--- src/rtl/hilo_muldiv_ctrl.sv ---
`default_nettype none
// ============================================================================
// Module   : hilo_muldiv_ctrl
// Brief    : HI/LO write sequencer: MT moves, multicycle multiply, restoring divide.
// Revision : 1.0 - initial release
// ============================================================================
module hilo_muldiv_ctrl #(
   parameter int MUL_STAGES = 1
) (
   input  logic        clk,
   input  logic        rst,
   input  logic        op_valid,
   input  logic [2:0]  op,
   input  logic [31:0] src_a,
   input  logic [31:0] src_b,
   input  logic [31:0] hi_cur,
   input  logic [31:0] lo_cur,
   input  logic        flush,
   output logic        stall,
   output logic        hilo_we,
   output logic [31:0] hi_wdata,
   output logic [31:0] lo_wdata,
   output logic        busy
);

   localparam logic [1:0] c_ST_IDLE = 2'd0;
   localparam logic [1:0] c_ST_MUL  = 2'd1;
   localparam logic [1:0] c_ST_DIV  = 2'd2;
   localparam logic [1:0] c_ST_DONE = 2'd3;

   localparam logic [2:0] c_OP_MTLO     = 3'b101;
   localparam logic [4:0] c_DIV_LAST    = 5'd31;
   localparam logic [4:0] c_MUL_LAST    = 5'(MUL_STAGES - 1);

   logic [1:0]  r_state;
   logic [4:0]  r_cnt;
   logic        r_mt_pend;
   logic [31:0] r_hi_wdata;
   logic [31:0] r_lo_wdata;
   logic [31:0] r_opa;
   logic [31:0] r_opb;
   logic        r_signed;
   logic [31:0] r_rem;
   logic [31:0] r_quo;
   logic        r_neg_q;
   logic        r_neg_r;

   logic        w_legal;
   logic        w_accept;
   logic        w_accept_md;
   logic        w_is_div;
   logic        w_is_signed;
   logic        w_div_zero;
   logic [31:0] w_mag_a;
   logic [31:0] w_mag_b;
   logic [63:0] w_a_ext;
   logic [63:0] w_b_ext;
   logic [63:0] w_prod;
   logic [32:0] w_rem_sh;
   logic [32:0] w_diff;
   logic [31:0] w_rem_nx;
   logic [31:0] w_quo_nx;

   assign w_legal     = (op <= c_OP_MTLO);
   assign w_accept    = (r_state == c_ST_IDLE) & op_valid & ~flush & w_legal;
   assign w_accept_md = w_accept & ~op[2];
   assign w_is_div    = op[1];
   assign w_is_signed = ~op[0];
   assign w_div_zero  = (src_b == 32'd0);

   // Magnitudes feed the unsigned divider core; DIVU passes operands through.
   assign w_mag_a = (w_is_signed & src_a[31]) ? (32'd0 - src_a) : src_a;
   assign w_mag_b = (w_is_signed & src_b[31]) ? (32'd0 - src_b) : src_b;

   // Operands are stable for the whole MUL residency, so the product is a
   // multicycle path captured on the last MUL cycle.
   assign w_a_ext = {{32{r_signed & r_opa[31]}}, r_opa};
   assign w_b_ext = {{32{r_signed & r_opb[31]}}, r_opb};
   assign w_prod  = w_a_ext * w_b_ext;

   assign w_rem_sh = {r_rem, r_quo[31]};
   assign w_diff   = w_rem_sh - {1'b0, r_opb};
   assign w_rem_nx = w_diff[32] ? w_rem_sh[31:0] : w_diff[31:0];
   assign w_quo_nx = {r_quo[30:0], ~w_diff[32]};

   assign stall    = (w_accept_md | (r_state == c_ST_MUL) | (r_state == c_ST_DIV)) & ~flush;
   assign hilo_we  = ((r_state == c_ST_DONE) | r_mt_pend) & ~flush;
   assign hi_wdata = r_hi_wdata;
   assign lo_wdata = r_lo_wdata;
   assign busy     = (r_state != c_ST_IDLE);

   always_ff @(posedge clk) begin
      if (rst) begin
         r_state    <= c_ST_IDLE;
         r_cnt      <= 5'd0;
         r_mt_pend  <= 1'b0;
         r_hi_wdata <= 32'd0;
         r_lo_wdata <= 32'd0;
         r_opa      <= 32'd0;
         r_opb      <= 32'd0;
         r_signed   <= 1'b0;
         r_rem      <= 32'd0;
         r_quo      <= 32'd0;
         r_neg_q    <= 1'b0;
         r_neg_r    <= 1'b0;
      end else if (flush) begin
         r_state   <= c_ST_IDLE;
         r_cnt     <= 5'd0;
         r_mt_pend <= 1'b0;
      end else begin
         r_mt_pend <= 1'b0;
         case (r_state)
            c_ST_IDLE: begin
               if (w_accept) begin
                  r_cnt <= 5'd0;
                  if (op[2]) begin
                     r_mt_pend  <= 1'b1;
                     r_hi_wdata <= op[0] ? hi_cur : src_a;
                     r_lo_wdata <= op[0] ? src_a  : lo_cur;
                  end else if (!w_is_div) begin
                     r_state  <= c_ST_MUL;
                     r_opa    <= src_a;
                     r_opb    <= src_b;
                     r_signed <= w_is_signed;
                  end else if (w_div_zero) begin
                     r_state    <= c_ST_DONE;
                     r_hi_wdata <= src_a;
                     r_lo_wdata <= 32'hFFFF_FFFF;
                  end else begin
                     r_state <= c_ST_DIV;
                     r_rem   <= 32'd0;
                     r_quo   <= w_mag_a;
                     r_opb   <= w_mag_b;
                     r_neg_q <= w_is_signed & (src_a[31] ^ src_b[31]);
                     r_neg_r <= w_is_signed & src_a[31];
                  end
               end
            end
            c_ST_MUL: begin
               if (r_cnt == c_MUL_LAST) begin
                  r_state    <= c_ST_DONE;
                  r_cnt      <= 5'd0;
                  r_hi_wdata <= w_prod[63:32];
                  r_lo_wdata <= w_prod[31:0];
               end else begin
                  r_cnt <= r_cnt + 5'd1;
               end
            end
            c_ST_DIV: begin
               r_rem <= w_rem_nx;
               r_quo <= w_quo_nx;
               if (r_cnt == c_DIV_LAST) begin
                  r_state    <= c_ST_DONE;
                  r_cnt      <= 5'd0;
                  r_lo_wdata <= r_neg_q ? (32'd0 - w_quo_nx) : w_quo_nx;
                  r_hi_wdata <= r_neg_r ? (32'd0 - w_rem_nx) : w_rem_nx;
               end else begin
                  r_cnt <= r_cnt + 5'd1;
               end
            end
            default: begin
               r_state <= c_ST_IDLE;
            end
         endcase
      end
   end

endmodule
`default_nettype wire

--- config.mk ---
export PLATFORM = sky130hd
export DESIGN_NAME = hilo_muldiv_ctrl
export DESIGN_NICKNAME = d
export VERILOG_FILES = /design/src/rtl/hilo_muldiv_ctrl.sv
export SDC_FILE = /design/constraint.sdc
export NUM_CORES = 2
export LEC_CHECK = 0
export CORE_ASPECT_RATIO = 1.1
export CORE_MARGIN = 5
export CORE_UTILIZATION = 50
export CTS_CLUSTER_SIZE = 40
export DETAILED_ROUTE_END_ITERATION = 7
export HOLD_SLACK_MARGIN = 0.06
export PLACE_DENSITY = 0.67
export SLEW_MARGIN = 0
export SYNTH_ARGS = -nofsm -noshare
export SYNTH_HDL_FRONTEND = slang
export SYNTH_SLANG_ARGS = --single-unit
--- constraint.sdc ---
create_clock -name clk -period 14.4 [get_ports clk]
set_input_delay 2.16 -clock clk [delete_from_list [all_inputs] [get_ports clk]]
set_output_delay 2.16 -clock clk [all_outputs]
set_load 0.02 [all_outputs]
== Yosys cells after proc, flatten, opt, wreduce, memory -nomap -nowiden ==
Cells that the tools add are included.

* Flip-flop bits (word level): 203
* Input port bits: 135
* Output and inout port bits: 67
* Logic and storage cells: 116

* Add/subtract/negate cells: 6
* Multipliers: 1
* $lt $le $gt $ge: 1
* Equality and inequality tests: 13
* Multiplexer cells: 45
* Bitwise logic cells: 23
* Reduce and logical (&&, ||, !) cells: 15

{| class="wikitable"
|+ Operator list
! operator !! number
|-
| 32-bit two-way mux || 29
|-
| 32-bit one-hot mux with 3 select lines || 2
|-
| 32-bit one-hot mux with 2 select lines || 2
|-
| 1-bit by 32-bit subtractor with 32-bit output, first input constant || 4
|-
| 33-bit by 33-bit multiplier with 64-bit output || 1
|-
| 33-bit by 32-bit subtractor with 33-bit output || 1
|-
| 32-bit zero test || 1
|-
| 5-bit two-way mux || 3
|-
| 5-bit one-hot mux with 3 select lines || 1
|-
| 6-bit AND reduction || 2
|-
| 1-bit bitwise AND || 11
|-
| 2-bit two-way mux || 5
|-
| 2-bit inequality test, second input constant || 5
|-
| 5-bit AND reduction || 2
|-
| 1-bit inverter || 8
|-
| 7-bit AND reduction || 1
|-
| 3-bit inequality test, second input constant || 2
|-
| 2-bit one-hot mux with 3 select lines || 1
|-
| 5-bit by 1-bit adder with 5-bit output, second input constant || 1
|-
| 5-bit equality test, second input constant || 1
|-
| 5-bit zero test || 1
|-
| 2-bit equality test, second input constant || 2
|-
| 2-bit by 1-bit inequality test with 1-bit output, second input constant || 2
|-
| 4-bit AND reduction || 1
|-
| other kinds (11) || 15
|}

== Depth between registers and ports, before layout ==
* Depth after elaboration: 8
* Gate-level depth with buffers: 33
* Depth with buffers taken out: 30

== Worst setup path before layout ==
OpenSTA, ideal clock, no wires.

* Kind: register -> register
* Start: reg r_opa[31]
* End: reg r_hi_wdata[28], in the netlist hi_wdata[28]
* Library setup time: 0.095 ns
* Arrival time: 8.119 ns
* Required time: 14.305 ns
* Setup slack: 6.186 ns
* Stages on the path, launching flop included: 34
* Path buffers: 3
* Clock period less this slack: 8.214 ns
* Cells stage by stage: dfxtp_1 -> clkbuf_1 -> and2_1 -> clkbuf_1 -> nand2_1 -> inv_1 -> fa_1 -> inv_1 -> fa_1 -> inv_1 -> fa_1 -> fa_1 -> inv_1 -> fa_1 -> inv_1 -> fa_1 -> inv_1 -> fa_1 -> fa_1 -> inv_1 -> ha_1 -> clkbuf_1 -> o21ai_0 -> o21bai_1 -> a211oi_1 -> o21a_1 -> nor2_1 -> a211oi_1 -> o31ai_1 -> a21oi_1 -> a211oi_1 -> xor2_1 -> a21oi_1 -> a221oi_1

* Word-level cells in the longest chain between the ends: 4

{| class="wikitable"
|+ RTL lines
! what !! line !! text
|-
| from (decl) || 40 || <nowiki>logic [31:0] r_opa;</nowiki>
|-
| from (signal assigned) || 122 || <nowiki>r_opa <= src_a;</nowiki>
|-
| 1-bit bitwise AND || 77 || <nowiki>assign w_a_ext = {{32{r_signed & r_opa[31]}}, r_opa};</nowiki>
|-
| 33-bit by 33-bit multiplier with 64-bit output * || 79 || <nowiki>assign w_prod = w_a_ext * w_b_ext;</nowiki>
|-
| 32-bit two-way mux * || 140 || <nowiki>if (r_cnt == c_MUL_LAST) begin</nowiki>
|-
| 32-bit one-hot mux with 3 select lines * || 112 || <nowiki>case (r_state)</nowiki>
|-
| to (signal assigned) || 118 || <nowiki>r_hi_wdata <= op[0] ? hi_cur : src_a;</nowiki>
|-
| to (signal assigned) || 127 || <nowiki>r_hi_wdata <= src_a;</nowiki>
|-
| to (signal assigned) || 143 || <nowiki>r_hi_wdata <= w_prod[63:32];</nowiki>
|-
| to (decl) || 38 || <nowiki>logic [31:0] r_hi_wdata;</nowiki>
|}

Every way passes the cells marked *; elsewhere a longest branch is shown, timed or not. The select of a mux whose other input is x is not followed.
A chain may end at the register's enable or synchronous reset.

== Final worst setup path ==
* Start: reg r_signed
* End: reg r_hi_wdata[20], in the netlist hi_wdata[20]

* Word-level cells in the longest chain between the ends: 4
* Elaborated cells between the ends (all ways): 5
* Those cells by class: mul (1); mux (2); bitwise (2)

{| class="wikitable"
|+ RTL lines
! what !! line !! text
|-
| from (decl) || 42 || <nowiki>logic r_signed;</nowiki>
|-
| from (signal assigned) || 124 || <nowiki>r_signed <= w_is_signed;</nowiki>
|-
| 1-bit bitwise AND, on equally long branches || 77, 78 ||
|-
| 33-bit by 33-bit multiplier with 64-bit output * || 79 ||
|-
| 32-bit two-way mux * || 140 ||
|-
| 32-bit one-hot mux with 3 select lines * || 112 ||
|}

Marks and branches as above.

==> reports/qor.txt <==
outcome: finished clean
PostCTS Resize Cnt: 0
complex-gate fraction of the synthesized area: 0.101
Die X-Extent: 319 um
grt ovf: 0
worst-margin pin slew: 1.23 ns
fin crit share: 0.676
Final Max Tran Viols: 0
initial antenna violation count: 10
post-synthesis mux area share: 0.0130
main combinational cell family by area after synthesis: adder cells
drt first pass iters: 5
CTS max path bufs: 3
skew final: 0.0476 ns
Via density: 5.72
Req. time, crit path: 14.83 ns
Syn Std Cell Area: 52500 um2
drt total wl: 163 mm
Setup Crit Path Kind: flop to flop
type of origin of the critical path: flop
Filler cells: 9598
Post-Synth Adder-Cell Area: 0.491
largest net degree at the start of global routing: 121
Fmax achieved: 103 MHz
CTS tree: yes
Core Rows: 124
Area Overhead vs Synth: 7.53%
crit-path most repeated cell: fa_1
Global Route Usage Sum: 0.293
final worst path period need: 9.73 ns
Die Y: 350 um
count of cell types in the netlist: 89
top cell type's share of synthesized area: 0.430
Cells after Synth: 6188
io pins: 202
Starting Density: 0.504
first-pass GRT wire length: 258 mm
Total Neg Setup Slack: 0 ns
Max stage delay on crit path: 0.64 ns
die area: 112000 um2
Max-Cap Viols: 0
LEAKAGE: 0.0264 uW
synthesis warning total: 0
sequential area share after synthesis: 0.0774
final net count: 7624
Post-synth EDFFs: 0
unrepaired setup endpoints after global routing: false
Setup Viol. Count Final: 0
Synthesized Nets: 7705
Worst VDD drop: 0.0841 mV
Hold-fix buffers, CTS: 0
wire per inst: 21.7 um
Hold Vio Cnt, Final: 0
ranking of synthesized cells by area: fa_1 (43%), inv_1 (8.5%), dfxtp_1 (7.7%), nand2_1 (7.5%), ha_1 (6.1%)
placer congestion estimate: 0.959
Post-Synth XOR/XNOR Area: 0.0349
clock tree sinks: 203
CP max FO: 22
Synth area leader: fa_1
Slowest cell on crit path: and2_1
HP Class: flop to flop
CP arrival: 10.15 ns
Vias: 42943
#FFs+latches synth: 203
post-CTS setup buffer count: 0
Core ar.: 104000 um2
Port Buffers: 201
placed cell count: 7465
clock latency on the worst-skew pair: 0.60 ns
vias in the first global route: 45031
pwr/cell area: 35.5 nW/um2
htree depth: 1
final antenna-violating net count: 0
Post-synth top flop: dfxtp_1
drt initial violations: 3412
layout cells sized above 1: 0.0359
Post-Syn Area per Cell: 8.48 um2
clock root buffer: clkbuf_16
Rel. slew slack: 0.181
cts bufs inserted: 26
FFs w/ async S/R, synth: 0
clock slew at reported path FFs: 0.07 ns
Simple-Gate Fraction of Synth Area: 0.168
DRC errors left: 0
Finished Layout Cells: 7514
CP endpoint kind: flop
dpl hpwl: 129 mm
==> kinds of logic (layout without fill, tap and decap cells) <==
group / after synthesis / after routing
simple gates: 1927 / 1927
buf+inv: 1591 / 1528
fa+ha+maj: 1382 / 1382
compound gates: 810 / 810
xor+xnor: 209 / 209
flops: 203 / 203
mux: 66 / 66
other cells: 0 / 3
==> worst max-delay path, delay by kind of cell, from the launching register on <==
kind / cells / cell delay (ns)
AOI/OAI and AO/OA: 8 / 2.34
buffers and inverters: 6 / 0.86
DFF: 1 / 0.32
and+or+nand+nor: 5 / 1.46
adders and majority gates: 9 / 4.37
xor gates and xnor gates: 1 / 0.18
==> Yosys cell counts, types with 45 or more instances <==
| library cell | number |
|---|---|
| inv_1 | 1185 |
| fa_1 | 1126 |
| nand2_1 | 1047 |
| clkbuf_1 | 378 |
| and2_1 | 352 |
| a21oi_1 | 279 |
| ha_1 | 256 |
| nor2_1 | 221 |
| dfxtp_1 | 203 |
| xnor2_1 | 144 |
| o21ai_0 | 120 |
| nand3_1 | 73 |
| a211oi_1 | 66 |
| xor2_1 | 65 |
| a221oi_1 | 53 |
| mux2i_1 | 53 |
| a21o_1 | 48 |
| nor3_1 | 45 |
==> cell usage in the layout (no fill, tap or decap), types with 18 or more instances in the layout <==
cell type / netlist / layout
inv_1: 1185 / 1185
fa_1: 1126 / 1126
nand2_1: 1047 / 1047
and2_1: 352 / 352
a21oi_1: 279 / 277
ha_1: 256 / 254
nor2_1: 221 / 220
clkdlybuf4s50_1: 0 / 199
dfxtp_1: 203 / 188
xnor2_1: 144 / 144
o21ai_0: 120 / 120
buf_4: 4 / 94
nand3_1: 73 / 73
a211oi_1: 66 / 66
xor2_1: 65 / 65
mux2i_1: 53 / 53
a221oi_1: 53 / 53
a21o_1: 48 / 47
nor3_1: 45 / 45
and3_1: 40 / 40
o31ai_1: 33 / 33
clkbuf_16: 0 / 26
a31oi_1: 24 / 24
nor4_1: 23 / 23
or3_1: 23 / 23
o211ai_1: 19 / 19
nand4_1: 18 / 18
o41ai_1: 18 / 18
==> state kept, by name, indices dropped and copies added, names as in the netlist <==
register and cells:
lo_wdata 32, r_neg_q 1, r_neg_r 1, r_mt_pend 1, r_opa 32, r_quo 32, r_opb 32, r_cnt 5
r_state 2, r_signed 1, r_rem 32, hi_wdata 32
==> layer usage <==
| layer | global-route usage | up-vias | part of all wire |
|---|---|---|---|
| met5 | 0 | - | 0.00041 |
| met4 | 0.108 | 12 | 0.046 |
| met3 | 0.0390 | 385 | 0.070 |
| met2 | 0.500 | 1699 | 0.48 |
| met1 | 0.385 | 22025 | 0.40 |
| li1 | - | 18822 | - |
==> per-stage QoR <==
stage / hold WS, ns / util / total power, uW / area (um2) / setup slack (ns)
2_1_floorplan: 0.445 / - / 984 / 52500 / 6.19
3_3_place_gp: 0.438 / 0.533 / 1230 / 55400 / 4.85
3_5_place_dp: 0.446 / 0.533 / 1230 / 55400 / 4.84
4_1_cts: 0.455 / 0.542 / 2000 / 56400 / 4.79
5_1_grt: 0.478 / 0.542 / 2080 / 56400 / 4.31
6_report: 0.455 / 0.542 / 2010 / 56400 / 4.67
==> report_power, final <==
group / internal [uW] / switching [uW] / leakage [uW] / total, uW
combinational: 216 / 417 / 0.0243 / 633
sequential: 578 / 22.7 / 0.00165 / 600
clock: 468 / 305 / 0.000477 / 772
==> final cells by class <==
cell class                 instances  area, um2  share of cell area
antenna                            3       7.51            0.000133
clock buffer                      33        727              0.0129
clock inverter                    13        258             0.00457
inverter                        1187       4460              0.0790
multi-input combinational       4394      42500               0.752
sequential                       203       4080              0.0724
tap                             1386       1730              0.0307
timing repair buffer             295       2710              0.0481
==> worst paths after layout <==
check,slack (ns),from,end,cells past startpoint
worst max-delay path,4.67,r_signed,hi_wdata[20],29
worst min-delay path,0.45,lo_wdata[15],lo_wdata[15],2
worst max register to register,4.67,r_signed,hi_wdata[20],29
worst min register to register,0.45,lo_wdata[15],lo_wdata[15],2
Note: power is estimated with default switching activity, not from simulation.
